**src/rtl/disp_scan.sv**
```systemverilog
`default_nettype none
// ============================================================================
// Module      : disp_scan
// Description : Four-digit multiplexed 7-segment scanner. Blanked guard phase
//               at the start of each slot; new values are taken only at frame
//               boundaries. DISP_SCAN_LZB_EN adds leading-zero blanking.
// Revision    : 1.0 - initial release
// ============================================================================
module disp_scan #(
    parameter int DIV   = 50000,
    parameter int GUARD = 2
) (
    input  logic        clk,
    input  logic        reset,
    input  logic        load,
    input  logic [15:0] val,
    input  logic [3:0]  dp,
    output logic        busy,
    output logic        frame,
    output logic [7:0]  disp_value,
    output logic [3:0]  disp_sel
);

    localparam logic [15:0] c_div_last = 16'(DIV - 1);
    localparam logic [15:0] c_guard    = 16'(GUARD);

    logic [15:0] r_cnt;
    logic [1:0]  r_idx;
    logic [15:0] r_pend_val;
    logic [3:0]  r_pend_dp;
    logic [15:0] r_act_val;
    logic [3:0]  r_act_dp;

    logic        w_tick;
    logic        w_boundary;
    logic        w_guard;
    logic [3:0]  w_nib;
    logic [6:0]  w_seg;
    logic [6:0]  w_digit_seg;
    logic [7:0]  w_value;
    logic [3:0]  w_sel;

    assign w_tick     = (r_cnt == c_div_last);
    assign w_boundary = w_tick && (r_idx == 2'd3);
    assign w_guard    = (r_cnt < c_guard);
    assign w_nib      = r_act_val[{r_idx, 2'b00} +: 4];
    assign w_sel      = ~(4'b0001 << r_idx);

    // Segment order g,f,e,d,c,b,a, active-low
    always_comb begin
        w_seg = 7'h7F;
        case (w_nib)
            4'h0: w_seg = 7'h40;
            4'h1: w_seg = 7'h79;
            4'h2: w_seg = 7'h24;
            4'h3: w_seg = 7'h30;
            4'h4: w_seg = 7'h19;
            4'h5: w_seg = 7'h12;
            4'h6: w_seg = 7'h02;
            4'h7: w_seg = 7'h78;
            4'h8: w_seg = 7'h00;
            4'h9: w_seg = 7'h10;
            4'hA: w_seg = 7'h08;
            4'hB: w_seg = 7'h03;
            4'hC: w_seg = 7'h46;
            4'hD: w_seg = 7'h21;
            4'hE: w_seg = 7'h06;
            default: w_seg = 7'h0E;
        endcase
    end

`ifdef DISP_SCAN_LZB_EN
    logic w_blank;

    // A digit is blank when it and every digit above it are zero; digit 0 always shows
    always_comb begin
        w_blank = 1'b0;
        case (r_idx)
            2'd3:    w_blank = (r_act_val[15:12] == 4'h0);
            2'd2:    w_blank = (r_act_val[15:8]  == 8'h00);
            2'd1:    w_blank = (r_act_val[15:4]  == 12'h000);
            default: w_blank = 1'b0;
        endcase
    end

    assign w_digit_seg = w_blank ? 7'h7F : w_seg;
`else
    assign w_digit_seg = w_seg;
`endif

    assign w_value = {~r_act_dp[r_idx], w_digit_seg};

    always_ff @(posedge clk or posedge reset) begin
        if (reset) begin
            r_cnt      <= 16'd0;
            r_idx      <= 2'd0;
            r_pend_val <= 16'h0000;
            r_pend_dp  <= 4'h0;
            r_act_val  <= 16'h0000;
            r_act_dp   <= 4'h0;
            busy       <= 1'b0;
            frame      <= 1'b0;
            disp_sel   <= 4'hF;
            disp_value <= 8'hFF;
        end else begin
            r_cnt <= w_tick ? 16'd0 : r_cnt + 16'd1;
            if (w_tick) begin
                r_idx <= r_idx + 2'd1;
            end
            frame      <= w_boundary;
            disp_sel   <= w_guard ? 4'hF  : w_sel;
            disp_value <= w_guard ? 8'hFF : w_value;

            // Displayed data only changes between frames so a scan never tears
            if (w_boundary) begin
                busy <= 1'b0;
                if (load) begin
                    r_act_val <= val;
                    r_act_dp  <= dp;
                end else if (busy) begin
                    r_act_val <= r_pend_val;
                    r_act_dp  <= r_pend_dp;
                end
            end else if (load) begin
                r_pend_val <= val;
                r_pend_dp  <= dp;
                busy       <= 1'b1;
            end
        end
    end

endmodule
`default_nettype wire

```
**config.mk**
```make
export PLATFORM = sky130hd
export DESIGN_NAME = disp_scan
export DESIGN_NICKNAME = d
export VERILOG_FILES = /design/src/rtl/disp_scan.sv
export SDC_FILE = /design/constraint.sdc
export NUM_CORES = 1
export LEC_CHECK = 0
export ABC_AREA = 1
export CAP_MARGIN = 10
export CORE_AREA = 10 10 104 106
export CTS_CLUSTER_SIZE = 12
export DETAILED_ROUTE_END_ITERATION = 16
export DIE_AREA = 0 0 114 116
export PLACE_DENSITY = 0.66
export SLEW_MARGIN = 0
export SYNTH_ARGS = -nofsm -noshare
export SYNTH_HDL_FRONTEND = slang
export SYNTH_SLANG_ARGS = --single-unit
```
**constraint.sdc**
```tcl
create_clock -name clk -period 2.31 [get_ports clk]
set_input_delay 0.462 -clock clk [delete_from_list [all_inputs] [get_ports clk]]
set_output_delay 0.462 -clock clk [all_outputs]
set_load 0.01 [all_outputs]
```
======== Word-level counts from Yosys, hierarchy flattened ========
Memory sizes are Yosys's and may differ from the RTL's.
Index checks and enable logic that the tools add are counted.
operators by class
  add/sub/neg operators ................... 2
  order comparisons ....................... 2
  equality and inequality tests ........... 2
  shift operators ......................... 2
  mux-type cells .......................... 11
  bitwise gates (word level) .............. 3
  reduce and logical (&&, ||, !) cells .... 5
operators with widths
  kind                     number
  $mux W16                 3
  $add A16 B1 Y16 const B  1
  $eq A16 B16 Y1 const B   1
  $lt A16 B2 Y1 const B    1
  $shiftx A16 B5 Y4        1
  $mux W4                  3
  $mux W8                  1
  $not A4 Y4               1
  $reduce_and A2 Y1        2
  $reduce_bool A2 Y1       2
  $shl A1 B2 Y4 const A    1
  $lt A2 B3 Y1 const B     1
  $mux W1                  3
  $add A2 B1 Y2 const B    1
  $bmux W1 S2              1
  $eq A2 B2 Y1 const B     1
  $not A1 Y1               2
  $logic_and A1 B1 Y1      1
storage, ports and cells
  flip-flop bits (word level) ............. 72
  memory bits (read-only) ................. 112
  bits of input ports ..................... 23
  output and inout port bits .............. 14
  word-level logic and storage cells ...... 38
  memories kept ........................... 1
memory list
  memory            words  bits a word  rd ports  clocked after Yosys merged registers in  wr ports  RTL line  source
  (name not given)  16     7            1         0                                        0         52        case (w_nib)

======== Depth between registers and ports, before layout ========
Gate-level depths: netlist of the first run.
  word-level depth ........................ 4
  depth in mapped cells ................... 11
  depth with buffers taken out ............ 10

======== Worst setup path before layout of the first run ========
Ideal clock, no wire load.
  path kind ............................... reg-to-reg
  from .................................... reg r_idx[0]
  to ...................................... reg disp_value[1]
  library setup time ...................... 0.077 ns
  arrival time ............................ 1.438 ns
  required time ........................... 2.233 ns
  setup slack ............................. 0.795 ns
  cell stages (with the launch flop) ...... 11
  buffers on the path ..................... 1
  period minus slack after synthesis ...... 1.515 ns
  path through ............................ dfrtp_1 > inv_1 > buf_2 > nand2_1 > nand3_1 > nand2_1 > ha_1 > nand3_1 > nor2_1 > nor2_1 > nand2_1
on the way
  longest elaborated chain between the ends .. 3
ends and longest elaborated chain
  what                    RTL line  source
  start, declared         28        logic [1:0] r_idx;
  start signal, assigned  108       r_idx <= r_idx + 2'd1;
  $shiftx A16 B5 Y4       46        assign w_nib = r_act_val[{r_idx, 2'b00} +: 4];
  $mem_v2 Z16 W7          --
  $mux W8                 112       disp_value <= w_guard ? 8'hFF : w_value;
  end signal, assigned    112
  end, declared           20        output logic [7:0] disp_value,
No other way between the ends.
A chain may end at the register's enable or synchronous reset.

======== Worst setup path after layout of the first run ========
  from .................................... reg r_idx[0]
  to ...................................... reg disp_value[5]
Same word-level chain as after synthesis.

==> results of run 1 <==
## registers in the layout, indices dropped and copies added (netlist names)
signal	count
r_act_val	16
r_act_dp	4
r_idx	2
busy	1
r_cnt	16
disp_value	8
r_pend_val	16
disp_sel	4
frame	1
r_pend_dp	4
## cell type report
cell class | instances | area [µm²]
clock buffers | 10 | 128
clock inverters | 6 | 61.3
fillers | 870 | 4210
inverters | 54 | 203
multi-input cells | 354 | 1670
flip-flops and latches | 72 | 1820
well taps | 108 | 135
repair buffers | 45 | 448
## layer usage
layer,track usage,vias to the layer above,part of all wire
li1,-,1667,-
met1,0.168,1461,0.48
met2,0.207,80,0.45
met3,0.0295,8,0.055
met4,0.0476,0,0.012
met5,0,-,0
## cells in the mapped netlist
master,instances
nand2_1,174
dfrtp_1,60
nand3_1,59
inv_1,50
nor2_1,36
o21ai_0,26
nand4_1,23
buf_2,13
dfstp_2,12
ha_1,11
xor2_1,5
nor2_2,4
nor3_1,4
buf_1,3
clkbuf_1,3
inv_2,3
a21oi_1,2
buf_4,2
buf_6,2
nand2_2,2
nand3_2,2
clkinv_1,1
nand3b_1,1
nor2_4,1
nor4b_1,1
o21bai_1,1
o22ai_1,1
or2_2,1
## worst max-delay path: stages (launching register included)
cell	delay (ns)
dfrtp_1	0.59
inv_1	0.28
nand2_1	0.12
nand3_1	0.07
nand2_1	0.20
inv_1	0.12
ha_1	0.22
nand3_1	0.13
nand2_1	0.07
nand2_1	0.06
nand3_1	0.06
## placed cells by master, fill, tap and decap left out, types with 2 or more instances in the layout
cell and instances:
nand2_1 174, dfrtp_1 60, nand3_1 59, inv_1 49
nor2_1 36, clkdlybuf4s50_1 35, o21ai_0 26, nand4_1 23
dfstp_2 12, ha_1 11, clkbuf_8 9, buf_4 7
xor2_1 5, inv_2 4, nor2_2 4, nor3_1 4
clkinv_2 3, nand2_2 2, nand3_2 2, a21oi_1 2
buf_12 2
## power by group
group | switching [mW] | internal (mW) | total, mW
Combinational | 0.0899 | 0.0720 | 0.162
Sequential | 0.0152 | 1.29 | 1.31
Clock | 0.463 | 0.495 | 0.959
## cells by family (layout without fill, tap and decap cells)
logic type | Yosys count | after routing | synth area share
simple gates | 308 | 308 | 0.351
fa+ha+maj | 11 | 11 | 0.0360
buf+inv | 77 | 115 | 0.0858
flops | 72 | 72 | 0.476
compound gates | 30 | 30 | 0.0403
xor+xnor | 5 | 5 | 0.0115
## stage by stage
stage	cell area, µm²	worst slack, ns	std cells	hold WS, ns
final	4470	0.299	649	0.440
after CTS	4470	0.314	649	0.439
after detailed placement	4280	0.335	633	0.455
after floorplan	3820	0.0429	503	0.433
after global placement	4280	0.472	633	0.448
after global routing	4470	0.0353	649	0.464
## worst max-delay path by stage
stage / from / cells past startpoint / end
global route: r_idx[0]$_DFFE_PP0N_ / 10 / disp_value[3]$_DFF_PP1_
detailed placement: r_idx[0]$_DFFE_PP0N_ / 10 / disp_value[5]$_DFF_PP1_
global placement: r_idx[0]$_DFFE_PP0N_ / 10 / disp_value[5]$_DFF_PP1_
floorplan: reset / 1 / busy$_DFFE_PP0P_
finish: r_idx[0]$_DFFE_PP0N_ / 10 / disp_value[5]$_DFF_PP1_
CTS: r_idx[0]$_DFFE_PP0N_ / 10 / disp_value[3]$_DFF_PP1_
==> key figures, run 1 <==
Power
  – Maximum vdd drop: 273 µV
  – Power per cell area: 544 nW/µm²
  – Leakage: ~2.3 nW
  – Tot Pwr: roughly 2.4 mW

Yosys
  – Yosys reg bits: 72
  – Synthesized area: ~3800 µm²
  – Synth Instances: between 500 and 600
  – Cell taking the most area after synthesis: dfrtp_1
  – Synth area leaders: dfrtp_1, nand2_1, dfstp_2
  – Mean post-synth cell area: between 7 and 8 µm²
  – Yosys Warn Count: 0
  – Seq/Total Area, Yosys: 0.476
  – Cell variety after synth: 28
  – Yosys top cell area share: 0.393
  – Syn nets: 537

Die
  – Io pins: 37
  – Die span in y: between 100 and 150 µm
  – Die area: between 10,000 and 15,000 µm²
  – Std-Cell Rows: 34
  – Initial core utilization: 0.440
  – Core Area: ~8700 µm²
  – Die width: around 110 µm

Detailed routing
  – Initial drt markers: about 150
  – Vias per cell: around 5.0
  – Vias: roughly 3,200
  – Final wirelength: just over 8 mm
  – Routed wire per std cell: 12.6 µm
  – DRC errors left: 0
  – First-pass iteration count of the detailed router: 4
  – Final antenna-violating net count: 0

Timing
  – Final Hold Viols: 0
  – Worst Tran Pin Value: between 0.4 and 0.5 ns
  – Fmax: a little under 500 MHz
  – Final period util: 0.870
  – # setup viols final: 0
  – Max Slew Vio Count: 0
  – RSZ-0062 raised after global routing: no
  – Post-route minimum period: between 2 and 2.5 ns
  – Clk_skew: 0.0170 ns
  – Setup_tns: 0 ns
  – Slew HR: 0.671

Layout
  – Synth-to-layout area growth: 16.9%
  – Layout Nets: 570
  – Layout Utilization: 0.515
  – N_diodes: 0
  – Share of cells above drive strength 1: 0.0943

GRT
  – Gr ovfl total: 0
  – Initial antenna violation count: 0
  – Vias in the first global route: between 3,000 and 4,000
  – First-pass GRT wire length: approximately 14 mm
  – Pin count of the biggest net entering global routing: 63
  – Gr usage total: 0.129

Placed design
  – Number of port buffers: 36
  – GP Congestion: 0.901
  – DP HPWL: roughly 6.1 mm

Clock network
  – Post-CTS sizing: 0
  – Post-CTS setup buffer count: 0
  – Root Buffer: clkbuf_8
  – Clock sinks: 72
  – Clock buffer count from CTS: 9
  – Cts hold-fix bufs: 0
  – CTS tree: built
  – Reg clk slew, reported paths: about 0.080 ns
  – Clk Latency, worst-skew pair: roughly 0.34 ns
  – Htree depth: 3
  – Clk buf depth: 2

Worst setup path
  – Setup CP Type: reg2reg
  – Worst EP arrival: roughly 2.3 ns
  – Critical path required time: ~2.6 ns
  – Crit Path Max Fanout: 14
  – Setup crit end kind: flip-flop
  – Setup slack, reg-to-reg: ~0.3 ns
  – Worst r2r dst: disp_value[5]$_DFF_PP1_
  – Worst reg2reg path depth: 10
  – Worst setup SP type: flip-flop
  – Critical R2R Launch: r_idx[0]$_DFFE_PP0N_

Worst hold path
  – Type of the worst min-delay path: in2async

Flow run
  – Maximum capacitance violations: 0

Status
  – Status: finished, final reports clean
(Power assumes the default switching activity.)
==> run 2: changes to the inputs <==
--- a/config.mk
+++ b/config.mk
@@ -12,6 +12,7 @@
 export DETAILED_ROUTE_END_ITERATION = 16
 export DIE_AREA = 0 0 114 116
 export PLACE_DENSITY = 0.66
+export SETUP_SLACK_MARGIN = 0.4
 export SLEW_MARGIN = 0
 export SYNTH_ARGS = -nofsm -noshare
 export SYNTH_HDL_FRONTEND = slang
==> key figures, run 2 (same netlist as run 1, synthesis figures left out) <==
Status
  – Status: finished, final reports clean

Worst setup path
  – Setup CP Type: reg2out
  – Worst path bufs/invs: 1 (-1)
  – Crit Path Max Fanout: 1 (-13)
  – Worst setup SP type: flip-flop
  – Worst EP arrival: 1.39 ns (-0.88 ns)
  – Setup crit end kind: output port
  – Crit-path max cell delay: 0.53 ns (-0.06 ns)
  – CP top delay family: buffers and inverters
  – Critical path's slowest cell: clkdlybuf4s50_1
  – Critical-path cell list: clkdlybuf4s50_1
  – Critical path required time: 1.85 ns (-0.72 ns)

Worst hold path
  – Type of the worst min-delay path: reg2reg

GRT
  – GR Util met3: 0.0357 (+0.00620)
  – Met1 usage: 0.176 (+0.00805)
  – Gr ovfl total: 0 (unchanged)
  – Met2 Track Usage GR: 0.195 (-0.0121)
  – First-pass GRT wire length: 14.4 mm (+0.43%)
  – Gr busiest metal: met2
  – Pin count of the biggest net entering global routing: 35 (-44%)
  – Gr usage total: 0.129 (about the same)
  – Vias in the first global route: 3,102 (-2.6%)
  – Initial antenna violation count: 0 (unchanged)

Power
  – Power per cell area: 548 nW/µm² (+0.87%)
  – Clock power frac: 0.407 (+0.012)
  – Maximum vdd drop: 426 µV (+56%)
  – Psw: 0.582 mW (+2.4%)
  – Leakage: 2.34 nW (+0.51%)
  – Internal power: 1.89 mW (+1.6%)
  – Tot Pwr: 2.47 mW (+1.8%)
  – Switching share of power: 0.235 (+0.00133)
  – Combinational Power Share: 0.064 (-0.003)
  – Reg power frac: 0.529 (-0.009)

Layout
  – Share of cells above drive strength 1: 0.110 (+0.0158)
  – Leading cell types in the layout, fill and taps excluded: nand2_1, nand3_1, dfrtp_1
  – N_diodes: 0 (unchanged)
  – Synth-to-layout area growth: 18.0%
  – Layout Nets: 574 (+0.70%)
  – Top Registers: r_act_val (16), r_cnt (16), r_pend_val (16)
  – Fin cells: 653 (+0.62%)
  – Post-route cell area: 4510 µm² (+0.90%)
  – Most common cell after layout, fill and taps aside: nand2_1

Timing
  – Max Slew Vio Count: 0 (unchanged)
  – Slew HR: 0.640 (-0.0310)
  – Post-route minimum period: 1.85 ns (-0.159 ns)
  – # setup viols final: 0 (unchanged)
  – Final period util: 0.802 (-0.0687)
  – RSZ-0062 raised after global routing: no
  – Setup_tns: 0 ns (unchanged)
  – Clk_skew: 0.0149 ns (-0.00208 ns)
  – Fmax: 540 MHz (+8.6%)
  – Final Hold Viols: 0 (unchanged)
  – Worst Tran Pin Value: 0.539 ns (+0.0454 ns)

Die
  – Std-Cell Rows: 34 (unchanged)
  – Io pins: 37 (unchanged)
  – Initial core utilization: 0.440 (unchanged)
  – Die area: 13,200 µm² (unchanged)
  – Die span in y: 116 µm (unchanged)
  – Die width: 114 µm (unchanged)
  – Core Area: 8680 µm² (unchanged)

Detailed routing
  – Vias per cell: 4.91 (-1.0%)
  – Final wirelength: 8.25 mm (+0.72%)
  – First-pass iteration count of the detailed router: 5 (+1)
  – DRC errors left: 0 (unchanged)
  – Initial drt markers: 120 (-19%)
  – Routed wire per std cell: 12.6 µm (+0.10%)
  – Vias: 3,203 (-0.40%)
  – Final antenna-violating net count: 0 (unchanged)

Clock network
  – Reg clk slew, reported paths: 0.08 ns (about the same)
  – Root Buffer: clkbuf_8
  – Clock sinks: 72 (unchanged)
  – Clk buf depth: 2 (unchanged)
  – Htree depth: 3 (unchanged)
  – Clock buffer count from CTS: 9 (unchanged)
  – Clk Latency, worst-skew pair: 0.35 ns (about the same)
  – Cts hold-fix bufs: 0 (unchanged)
  – CTS tree: built

Flow run
  – Maximum capacitance violations: 0 (unchanged)

Placed design
  – GP Congestion: 0.882 (-2.1%)
  – Number of port buffers: 36 (unchanged)
  – DP HPWL: 6.00 mm (-1.3%)
  – Placed cells: 633 (unchanged)
  – Placed instance area: 4270 µm² (-0.20%)
-- run 2: changes by cell type in the layout (fill, tap and decap cells not counted), sizes merged --
cell	change
buf	+4
inv	-2
clkinvlp	+2
clkinv	-1
clkbuf	+1
-- run 2: layout make-up --
class / instances / area (µm²)
fillers: 891 / 4170
flip-flops and latches: 72 / 1820
multi-input cells: 354 / 1680
repair buffers: 49 / 465
inverters: 54 / 210
clock buffers: 11 / 141
well taps: 108 / 135
clock inverters: 5 / 56.3
-- run 2: worst reg2reg max path, stage by stage (launching register included) --
cell and delay [ns]:
dfrtp_2 0.45, clkinvlp_4 0.21, buf_4 0.18, nand2_1 0.05
nand3_1 0.24, nand2_2 0.27, nand2_1 0.11, nand3_1 0.09
nand3_1 0.08
-- run 2: metal layers --
layer,wire length [µm],share of wire
met4,93,0.011
met2,3610,0.44
met3,387,0.047
met5,0,0
met1,4160,0.50
-- run 2: final timing paths --
kind / startpoint / to / cells after the start / slack (ns)
setup / recovery: disp_sel[2]$_DFF_PP1_ / disp_sel[2] / 1 / 0.46
hold / removal: r_cnt[0]$_DFF_PP0_ / r_cnt[0]$_DFF_PP0_ / 1 / 0.46
setup reg to reg: r_idx[0]$_DFFE_PP0N_ / disp_value[3]$_DFF_PP1_ / 8 / 0.55
hold reg to reg: r_cnt[0]$_DFF_PP0_ / r_cnt[0]$_DFF_PP0_ / 1 / 0.46
max in group asynchronous: reset / r_pend_val[5]$_DFFE_PP0P_ / 3 / 1.18
min in group asynchronous: reset / r_cnt[4]$_DFF_PP0_ / 2 / 0.50
-- run 2: power groups by stage --
stage | clock network (mW) | registers (mW) | logic (mW)
final | 1.01 | 1.31 | 0.158
after floorplan | 0 | 1.33 | 0.0935
after CTS | 1.04 | 1.31 | 0.162
after global routing | 1.10 | 1.31 | 0.185
after global placement | 0 | 1.33 | 0.159
after detailed placement | 0 | 1.33 | 0.162
-- run 2: stage by stage --
step / hold slack (ns) / util / setup WS [ns]
global route: 0.501 / 0.519 / 0.401
CTS: 0.469 / 0.515 / 0.410
floorplan: 0.433 / - / 0.795
detailed placement: 0.457 / 0.492 / 0.332
finish: 0.464 / 0.519 / 0.458
global placement: 0.453 / 0.492 / 0.472
-- run 2: repair_timing --
action / in CTS / in global routing
pin swaps: 0 / 0
buffers inserted: 0 / 4
setup endpoints to repair: 4 / 7
gates resized for setup: 1 / 4
==> run 3: changes to the inputs <==
==> constraint.sdc (replaced) <==
create_clock -name clk -period 1.5 [get_ports clk]
set_input_delay 0.3 -clock clk [delete_from_list [all_inputs] [get_ports clk]]
set_output_delay 0.3 -clock clk [all_outputs]
set_load 0.01 [all_outputs]
==> key figures, run 3 (same netlist as run 1, synthesis figures left out) <==
Detailed routing
  – Routed wire per std cell: 14.5 µm (+15%)
  – Met2 Wirelength: 5.05 mm (+40%)
  – Wl on met1: 4.58 mm (+10%)
  – Vias: 3,525 (+10%)
  – WL met3: 483 µm (+25%)
  – DR top layer: met4
  – DRC errors left: 0 (unchanged)
  – Initial drt markers: 148 (+23%)
  – Final antenna-violating net count: 0 (unchanged)
  – First-pass iteration count of the detailed router: 4 (-1)
  – Vias per cell: 4.98 (+1.5%)
  – Final wirelength: 10.3 mm (+24%)

Timing
  – Post-route setup slack: -0.0108 ns (-0.469 ns)
  – # setup viols final: 1 (+1)
  – Worst Tran Pin Value: 0.350 ns (-0.189 ns)
  – RSZ-0062 raised after global routing: yes
  – Setup_tns: -0.0108 ns (-0.0108 ns)
  – Fmax: 662 MHz
  – Fin Hold WS: 0.454 ns (-0.00982 ns)
  – Max Slew Vio Count: 0 (unchanged)
  – Slew HR: 0.766 (+0.126)
  – Final Hold Viols: 0 (unchanged)
  – Post-route minimum period: about 1.5 ns
  – Final period util: 1.01
  – Clk_skew: 0.00597 ns (-0.00894 ns)

Die
  – Io pins: 37 (unchanged)
  – Die area: 13,200 µm² (unchanged)
  – Core Area: 8680 µm² (unchanged)
  – Std-Cell Rows: 34 (unchanged)
  – Initial core utilization: 0.440 (unchanged)
  – Die width: 114 µm (unchanged)
  – Die span in y: 116 µm (unchanged)

Power
  – Switching share of power: 0.246 (+0.0107)
  – Combinational Power Share: 0.080 (+0.016)
  – Leakage: 2.97 nW (+27%)
  – Internal power: 2.75 mW (+46%)
  – Clock power frac: 0.366 (-0.041)
  – Psw: 0.898 mW (+54%)
  – Maximum vdd drop: 519 µV (+22%)
  – Power per cell area: 613 nW/µm² (+12%)
  – Tot Pwr: 3.65 mW (+48%)
  – Reg power frac: 0.553 (+0.024)

GRT
  – First-pass GRT wire length: 16.6 mm (+16%)
  – Gr ovfl total: 0 (unchanged)
  – Pin count of the biggest net entering global routing: 33 (-5.7%)
  – Initial antenna violation count: 0 (unchanged)
  – Gr usage total: 0.151 (+0.0214)
  – Vias in the first global route: 3,505 (+13%)

Worst setup path
  – Crit Path Max Fanout: 6 (+5)
  – Critical R2R Launch: r_idx[0]$_DFFE_PP0N_
  – Worst EP arrival: 1.79 ns (+0.40 ns)
  – CP startpoint: r_idx[0]$_DFFE_PP0N_
  – Setup CP Type: reg2reg
  – Critical path required time: 1.78 ns (-0.07 ns)
  – Worst setup SP type: flip-flop
  – Setup crit end kind: flip-flop

Layout
  – Synth-to-layout area growth: 55.9%
  – N_diodes: 0 (unchanged)
  – Fin cells: 708 (+8.4%)
  – Layout Nets: 631 (+9.9%)
  – Leading cell types in the layout, fill and taps excluded: nand2_1, dfrtp_1, nand2_2
  – Most common cell after layout, fill and taps aside: nand2_1
  – Top Registers: r_act_val (16), r_cnt (16), r_pend_val (16)
  – Share of cells above drive strength 1: 0.473 (+0.363)

Clock network
  – Clock buffer count from CTS: 9 (unchanged)
  – Clk Latency, worst-skew pair: 0.35 ns (about the same)
  – Clk buf depth: 2 (unchanged)
  – CTS tree: built
  – Reg clk slew, reported paths: 0.07 ns (about the same)
  – Clock sinks: 72 (unchanged)
  – Htree depth: 3 (unchanged)
  – Cts hold-fix bufs: 0 (unchanged)
  – Root Buffer: clkbuf_8

Placed design
  – Worst slack at placement: 0.00842 ns (-0.324 ns)
  – Placed cells: 652 (+3.0%)
  – GP Congestion: 0.873 (-1.0%)
  – Number of port buffers: 36 (unchanged)
  – DP HPWL: 6.28 mm (+4.7%)

Status
  – Failing checks: setup timing
  – Status: finished, violations left

Flow run
  – Maximum capacitance violations: 0 (unchanged)

Worst hold path
  – Type of the worst min-delay path: in2reg
  – Hold path start: load
## run 3: worst paths after layout
path / slack (ns) / cells after the start / endpoint
max: -0.01 / 9 / disp_value[1]$_DFF_PP1_
min: 0.45 / 4 / r_pend_val[6]$_DFFE_PP0P_
max reg2reg: -0.01 / 9 / disp_value[1]$_DFF_PP1_
min reg2reg: 0.48 / 2 / r_pend_val[0]$_DFFE_PP0P_
max in group asynchronous: 0.76 / 3 / r_cnt[2]$_DFF_PP0_
min in group asynchronous: 0.54 / 2 / disp_value[1]$_DFF_PP1_
## run 3: metrics by stage
step | area, µm² | util
finish | 5950 | 0.686
global placement | 4740 | 0.546
floorplan | 4160 | -
CTS | 5400 | 0.623
global route | 5950 | 0.686
detailed placement | 4740 | 0.546
## run 3: power by group through the flow
stage | Sequential, mW | Clock, mW | Combinational (mW)
2_1_floorplan | 2.04 | 0 | 0.158
3_3_place_gp | 2.05 | 0 | 0.272
3_5_place_dp | 2.05 | 0 | 0.278
4_1_cts | 2.01 | 1.37 | 0.279
5_1_grt | 2.02 | 1.46 | 0.336
6_report | 2.02 | 1.34 | 0.293
## run 3: routing by layer
metal	vias up	global-route usage
met3	13	0.0429
met4	0	0.0434
li1	1794	-
met2	63	0.245
met5	-	0
met1	1655	0.192
## run 3: final cells by class
class                      count  area [µm²]
fill                         682        2720
tap                          108         135
multi-input combinational    355        2510
sequential                    72        1820
timing repair buffer         104        1070
clock inverter                 3        20.0
clock buffer                  11         141
inverter                      54         241
timing repair inverter         1        6.26
## run 3: what timing repair did
item,4_1_cts,5_1_grt
endpoints found under the hold margin,0,0
resized for setup,154,102
buffers inserted,17,15
cloned,6,4
pin swaps,25,55
endpoints found under the setup margin,84,85
## run 3: worst max-delay path: stages (launching register included)
cell and delay (ns):
dfrtp_2 0.46, buf_12 0.16, nand2_4 0.07, nand3_4 0.09
nand2_8 0.15, ha_4 0.22, nand3_4 0.09, nor2_2 0.05
nor2_1 0.11, nand2_1 0.06
